## config.mk

```make
export PLATFORM = sky130hd
export DESIGN_NAME = pc_fetch_issuer
export DESIGN_NICKNAME = d
export VERILOG_FILES = /design/src/rtl/pc_fetch_issuer_pkg.sv /design/src/rtl/pc_fetch_issuer_comparator.sv /design/src/rtl/pc_fetch_issuer.sv
export SDC_FILE = /design/constraint.sdc
export NUM_CORES = 1
export LEC_CHECK = 0
export CAP_MARGIN = 40
export CORE_ASPECT_RATIO = 0.75
export CORE_MARGIN = 2
export CORE_UTILIZATION = 25
export DETAILED_ROUTE_END_ITERATION = 8
export PLACE_DENSITY_LB_ADDON = 0.08
export SYNTH_ARGS = -nofsm -noshare
export SYNTH_HDL_FRONTEND = slang
export SYNTH_SLANG_ARGS = --single-unit
```

## constraint.sdc

```tcl
create_clock -name clk -period 4.9 [get_ports clk]
set_input_delay 0.98 -clock clk [delete_from_list [all_inputs] [get_ports clk]]
set_output_delay 0.98 -clock clk [all_outputs]
set_load 0.02 [all_outputs]
```

## src/rtl/pc_fetch_issuer_pkg.sv

```systemverilog
// Shared types for the PC fetch issuer: the fetch FSM state encoding.
package pc_fetch_issuer_pkg;

   typedef enum logic [1:0] {
      ST_IDLE  = 2'd0,
      ST_REQ   = 2'd1,
      ST_DRAIN = 2'd2
   } fetch_state_e;

endpackage

```

## src/rtl/pc_fetch_issuer_comparator.sv

```systemverilog
// Full-width equality comparator used for the PC-unchanged check.
module pc_fetch_issuer_comparator #(
   parameter int unsigned WIDTH = 32
) (
   input  logic [WIDTH-1:0] a,
   input  logic [WIDTH-1:0] b,
   output logic             eq
);

   assign eq = (a == b);

endmodule

```

## src/rtl/pc_fetch_issuer.sv

```systemverilog
// Sequential fetch issuer: issues one instruction-memory read whenever pc_in
// moves away from the last serviced PC, and holds the returned instruction.
module pc_fetch_issuer
   import pc_fetch_issuer_pkg::*;
#(
   parameter int unsigned       WIDTH    = 32,
   parameter int unsigned       ILEN     = 32,
   parameter logic [WIDTH-1:0]  RESET_PC = '0
) (
   input  logic             clk,
   input  logic             rst,
   input  logic [WIDTH-1:0] pc_in,
   input  logic             flush,
   output logic             mem_req,
   output logic [WIDTH-1:0] mem_addr,
   input  logic             mem_ack,
   input  logic [ILEN-1:0]  mem_rdata,
   output logic [ILEN-1:0]  instr_out,
   output logic             instr_valid,
   output logic             match,
   output logic             stall,
   output logic [1:0]       dbg_state
);

   // Handshake: mem_req is held high from the first REQ/DRAIN cycle until the
   // cycle after mem_ack; mem_addr is stable for that whole window and a
   // transfer completes on any rising edge where mem_req & mem_ack are both 1.

   fetch_state_e     state_q, state_n;
   logic [WIDTH-1:0] last_pc_q, last_pc_n;
   logic             last_vld_q, last_vld_n;
   logic [WIDTH-1:0] req_pc_q, req_pc_n;
   logic [ILEN-1:0]  instr_q, instr_n;
   logic             instr_valid_q, instr_valid_n;
   logic             pc_eq_last;
   logic             pc_eq_req;

   pc_fetch_issuer_comparator #(
      .WIDTH (WIDTH)
   ) u_cmp (
      .a  (pc_in),
      .b  (last_pc_q),
      .eq (pc_eq_last)
   );

   assign pc_eq_req = (pc_in == req_pc_q);

   always_ff @(posedge clk) begin
      if (rst) begin
         state_q       <= ST_IDLE;
         last_pc_q     <= RESET_PC;
         last_vld_q    <= 1'b0;
         req_pc_q      <= RESET_PC;
         instr_q       <= '0;
         instr_valid_q <= 1'b0;
      end else begin
         state_q       <= state_n;
         last_pc_q     <= last_pc_n;
         last_vld_q    <= last_vld_n;
         req_pc_q      <= req_pc_n;
         instr_q       <= instr_n;
         instr_valid_q <= instr_valid_n;
      end
   end

   always_comb begin
      state_n       = state_q;
      last_pc_n     = last_pc_q;
      last_vld_n    = last_vld_q;
      req_pc_n      = req_pc_q;
      instr_n       = instr_q;
      instr_valid_n = instr_valid_q;

      unique case (state_q)
         ST_IDLE: begin
            if (flush) begin
               last_vld_n    = 1'b0;
               instr_valid_n = 1'b0;
            end else if (!last_vld_q || !pc_eq_last) begin
               req_pc_n      = pc_in;
               instr_valid_n = 1'b0;
               state_n       = ST_REQ;
            end
         end
         ST_REQ: begin
            if (flush) begin
               // An ack arriving with the flush retires the handshake; no drain needed.
               last_vld_n    = 1'b0;
               instr_valid_n = 1'b0;
               state_n       = mem_ack ? ST_IDLE : ST_DRAIN;
            end else if (mem_ack) begin
               state_n = ST_IDLE;
               if (pc_eq_req) begin
                  instr_n       = mem_rdata;
                  last_pc_n     = req_pc_q;
                  last_vld_n    = 1'b1;
                  instr_valid_n = 1'b1;
               end else begin
                  last_vld_n = 1'b0;
               end
            end
         end
         ST_DRAIN: begin
            if (mem_ack) begin
               state_n = ST_IDLE;
            end
         end
         default: begin
            state_n = ST_IDLE;
         end
      endcase
   end

   assign mem_req     = (state_q == ST_REQ) || (state_q == ST_DRAIN);
   assign mem_addr    = req_pc_q;
   assign instr_out   = instr_q;
   assign instr_valid = instr_valid_q;
   assign match       = instr_valid_q & pc_eq_last;
   assign stall       = ~match;
   assign dbg_state   = state_q;

endmodule

```

==> results.toml <==
[finish]
area_growth_pct = 37.0
n_antenna_cell = 0
fin_area_sq_um = 7130
drive_above_1_share = 0.0450
finish.net_count = 711

[grt]
grt-ovfl-total = 0
grt_pass1_wl_microns = 21600
grt_pass1_vias = 3961
grtUsageTotal = 0.131
antenna_found_initial = 0
grt_max_degree = 109

[setup_path]
cp-start-kind = "primary input"
path_cells = "clkdlybuf4s50_1, xor2_1, nor4_2, and4_1, nand3_1, inv_1, clkdlybuf4s50_1"
max_stage_delay_ns = 0.59
cpMostUsedCell = "clkdlybuf4s50_1"
cp.buffers_inverters = 3
critPathSlowestCell = "clkdlybuf4s50_1"
r2r_setup_slack_ns = 2.56
cp.arrival_ns = 3.31
r2r_cells = 7
cp-end-kind = "output pin"
critical-path-top-delay-family = "buffers and inverters"
critPathKind = "primary input to output pin"
required_ns = 3.92
timing.rr.end = "last_pc_q[10]"
r2r_start = "dbg_state[0]"
crit_fanout = 3

[yosys]
synthDistinctLibCells = 29
yosys_warnings = 0
synth_flop_cell = "dfxtp_1"
syn_area_sq_um = 5200
synth_top_cell_area_share = 0.385
synth_area_per_cell_sq_um = 10.1
synthMuxAreaShare = 0.189
yosysTopAreaCell = "dfxtp_1"
synth.most_common_cell = "nand2b_1"
synth-xor-area-share = 0.108
syn-instance-count = 515
yosys.area_share.simple = 0.246
ys_ff_latch = 100
synth_top_family_by_area = "simple AND/OR/NAND/NOR gates"
synthesis.nets = 587
synth_compound_area_frac = 0.0231
synth_adder_area_share = 0.00962
ys_seq_area_frac = 0.385
yosys-top-cells-count = "nand2b_1, dfxtp_1, mux2i_1"
yosys-top-cells-area = "dfxtp_1, nand2b_1, mux2i_1"
async_flop_share = 0
synth_edf_count = 0

[clock_tree]
cts_htree_levels = 3
hold_buffers = 0
clock-sinks = 100
post_cts_buffers = 0
cts_buffer_depth = 2
clock_latency_ns = 0.35
clockRootBuffer = "clkbuf_16"
cts_resized = 0
cts_tree = "yes"
numCtsBuffers = 9
path_clk_slew_ns = 0.07

[sta]
fmax_mhz = 233
report.final.setup_viol = 0
fin_ws_ns = 0.607
final_max_slew_viol_count = 0
clock_skew_ns = 0.00820
hold_viol = 0
finalCriticalPeriod_ns = 4.29
relSlewSlack = 0.434
setup_tns_ns = 0
min_period_over_period = 0.876
tightest_slew_ns = 0.849
grt_setup_unrepaired = "false"

[detailed_routing]
vias = 3830
drc = 0
wl_microns = 14200
drtIter0Drc = 138
wl_per_cell_microns = 15.3
vias_per_cell = 4.14
ant_nets = 0
detail_route.first_pass.iterations = 4

[min_path]
min_path_type = "flop to flop"
hold_depth = 2
hp-start = "instr_out[9]"
hold_end = "instr_out[9]"

[floorplan]
core_area_sq_um = 20300
rows = 45
io_pins = 138
dieArea_sq_um = 22000
start_util = 0.256
die_y_microns = 129
die_w_microns = 171

[power_and_ir_drop]
p_per_area_nw_per_um2 = 286
max-vdd-ir-drop_mv = 0.144
leakagePower_nw = 2.95

[run_status]
outcome = "finished, final reports clean"

[placed_design]
post_dp_cell_area_sq_um = 6800
port_buffers = 137
pre_cts_ws_ns = 0.573
gp_congestion = 0.725
dp_hpwl_microns = 10500

[job]
drv_cap = 0
-- state kept, by name, indices dropped and copies added (netlist names) --
register,flops
dbg_state,2
instr_out,32
instr_valid,1
last_pc_q,32
last_vld_q,1
mem_addr,32
-- layout make-up --
class,instances,area [sq um]
fillers,2064,13200
multi-input cells,379,2990
flip-flops and latches,100,2000
repair buffers,141,1420
well taps,282,353
clock buffers,13,260
clock inverters,3,68.8
inverters,8,30.0
-- worst max path at each step --
stage / from / end / slack, ns / cells past startpoint
4_1_cts: pc_in[10] / match / 0.57 / 7
5_1_grt: pc_in[10] / match / 0.48 / 7
3_5_place_dp: pc_in[10] / match / 0.57 / 7
3_3_place_gp: pc_in[10] / match / 0.56 / 7
2_1_floorplan: pc_in[9] / match / 1.76 / 5
6_report: pc_in[16] / match / 0.61 / 7
-- kinds of logic (layout without fill, tap and decap cells) --
logic type,count (synthesis),after routing
simple gates,200,200
flops,100,100
mux,98,98
xor+xnor,64,64
buf+inv,36,165
compound gates,13,13
fa+ha+maj,4,4
-- through the flow --
stage	instances	util	hold slack (ns)	power, W
after floorplan	515	-	0.464	0.00108
after detailed placement	910	0.334	0.467	0.00126
after CTS	926	0.351	0.481	0.00208
final	926	0.351	0.476	0.00204
after global placement	909	0.333	0.462	0.00126
after global routing	926	0.351	0.501	0.00214
-- worst min-delay path, cell delays in order, from the launching register on --
cell	delay (ns)
dfxtp_1	0.31
nand2b_1	0.06
mux2i_1	0.06
-- placed cells by master (no fill, tap or decap), types with 2 or more instances in the layout --
cell type and n:
dfxtp_1 100, nor4_2 8, buf_4 4, clkbuf_16 9
ha_1 4, bufinv_16 2, o21ai_0 2, and4_1 2
nand3_1 3, nor2_1 4, mux2i_1 97, xnor2_1 32
nand4_1 11, a21oi_1 4, clkbuf_1 2, inv_1 8
clkdlybuf4s50_1 136, xor2_1 32, clkbuf_8 2, nor4_1 2
nand2_1 4, nand2b_1 164
-- layer usage --
layer	global-route usage	vias to the layer above	part of all wire
met5	0	-	0
met2	0.195	84	0.42
li1	-	1956	-
met3	0.0375	9	0.049
met1	0.186	1781	0.53
met4	0.0347	0	0.010
-- power breakdown --
group / internal (W) / switching, W / leakage, nW
combinational: 0.000190 / 0.000177 / 1.98
clock: 0.000478 / 0.000325 / 0.160
sequential: 0.000839 / 0.0000305 / 0.811
(Power assumes the default switching activity.)
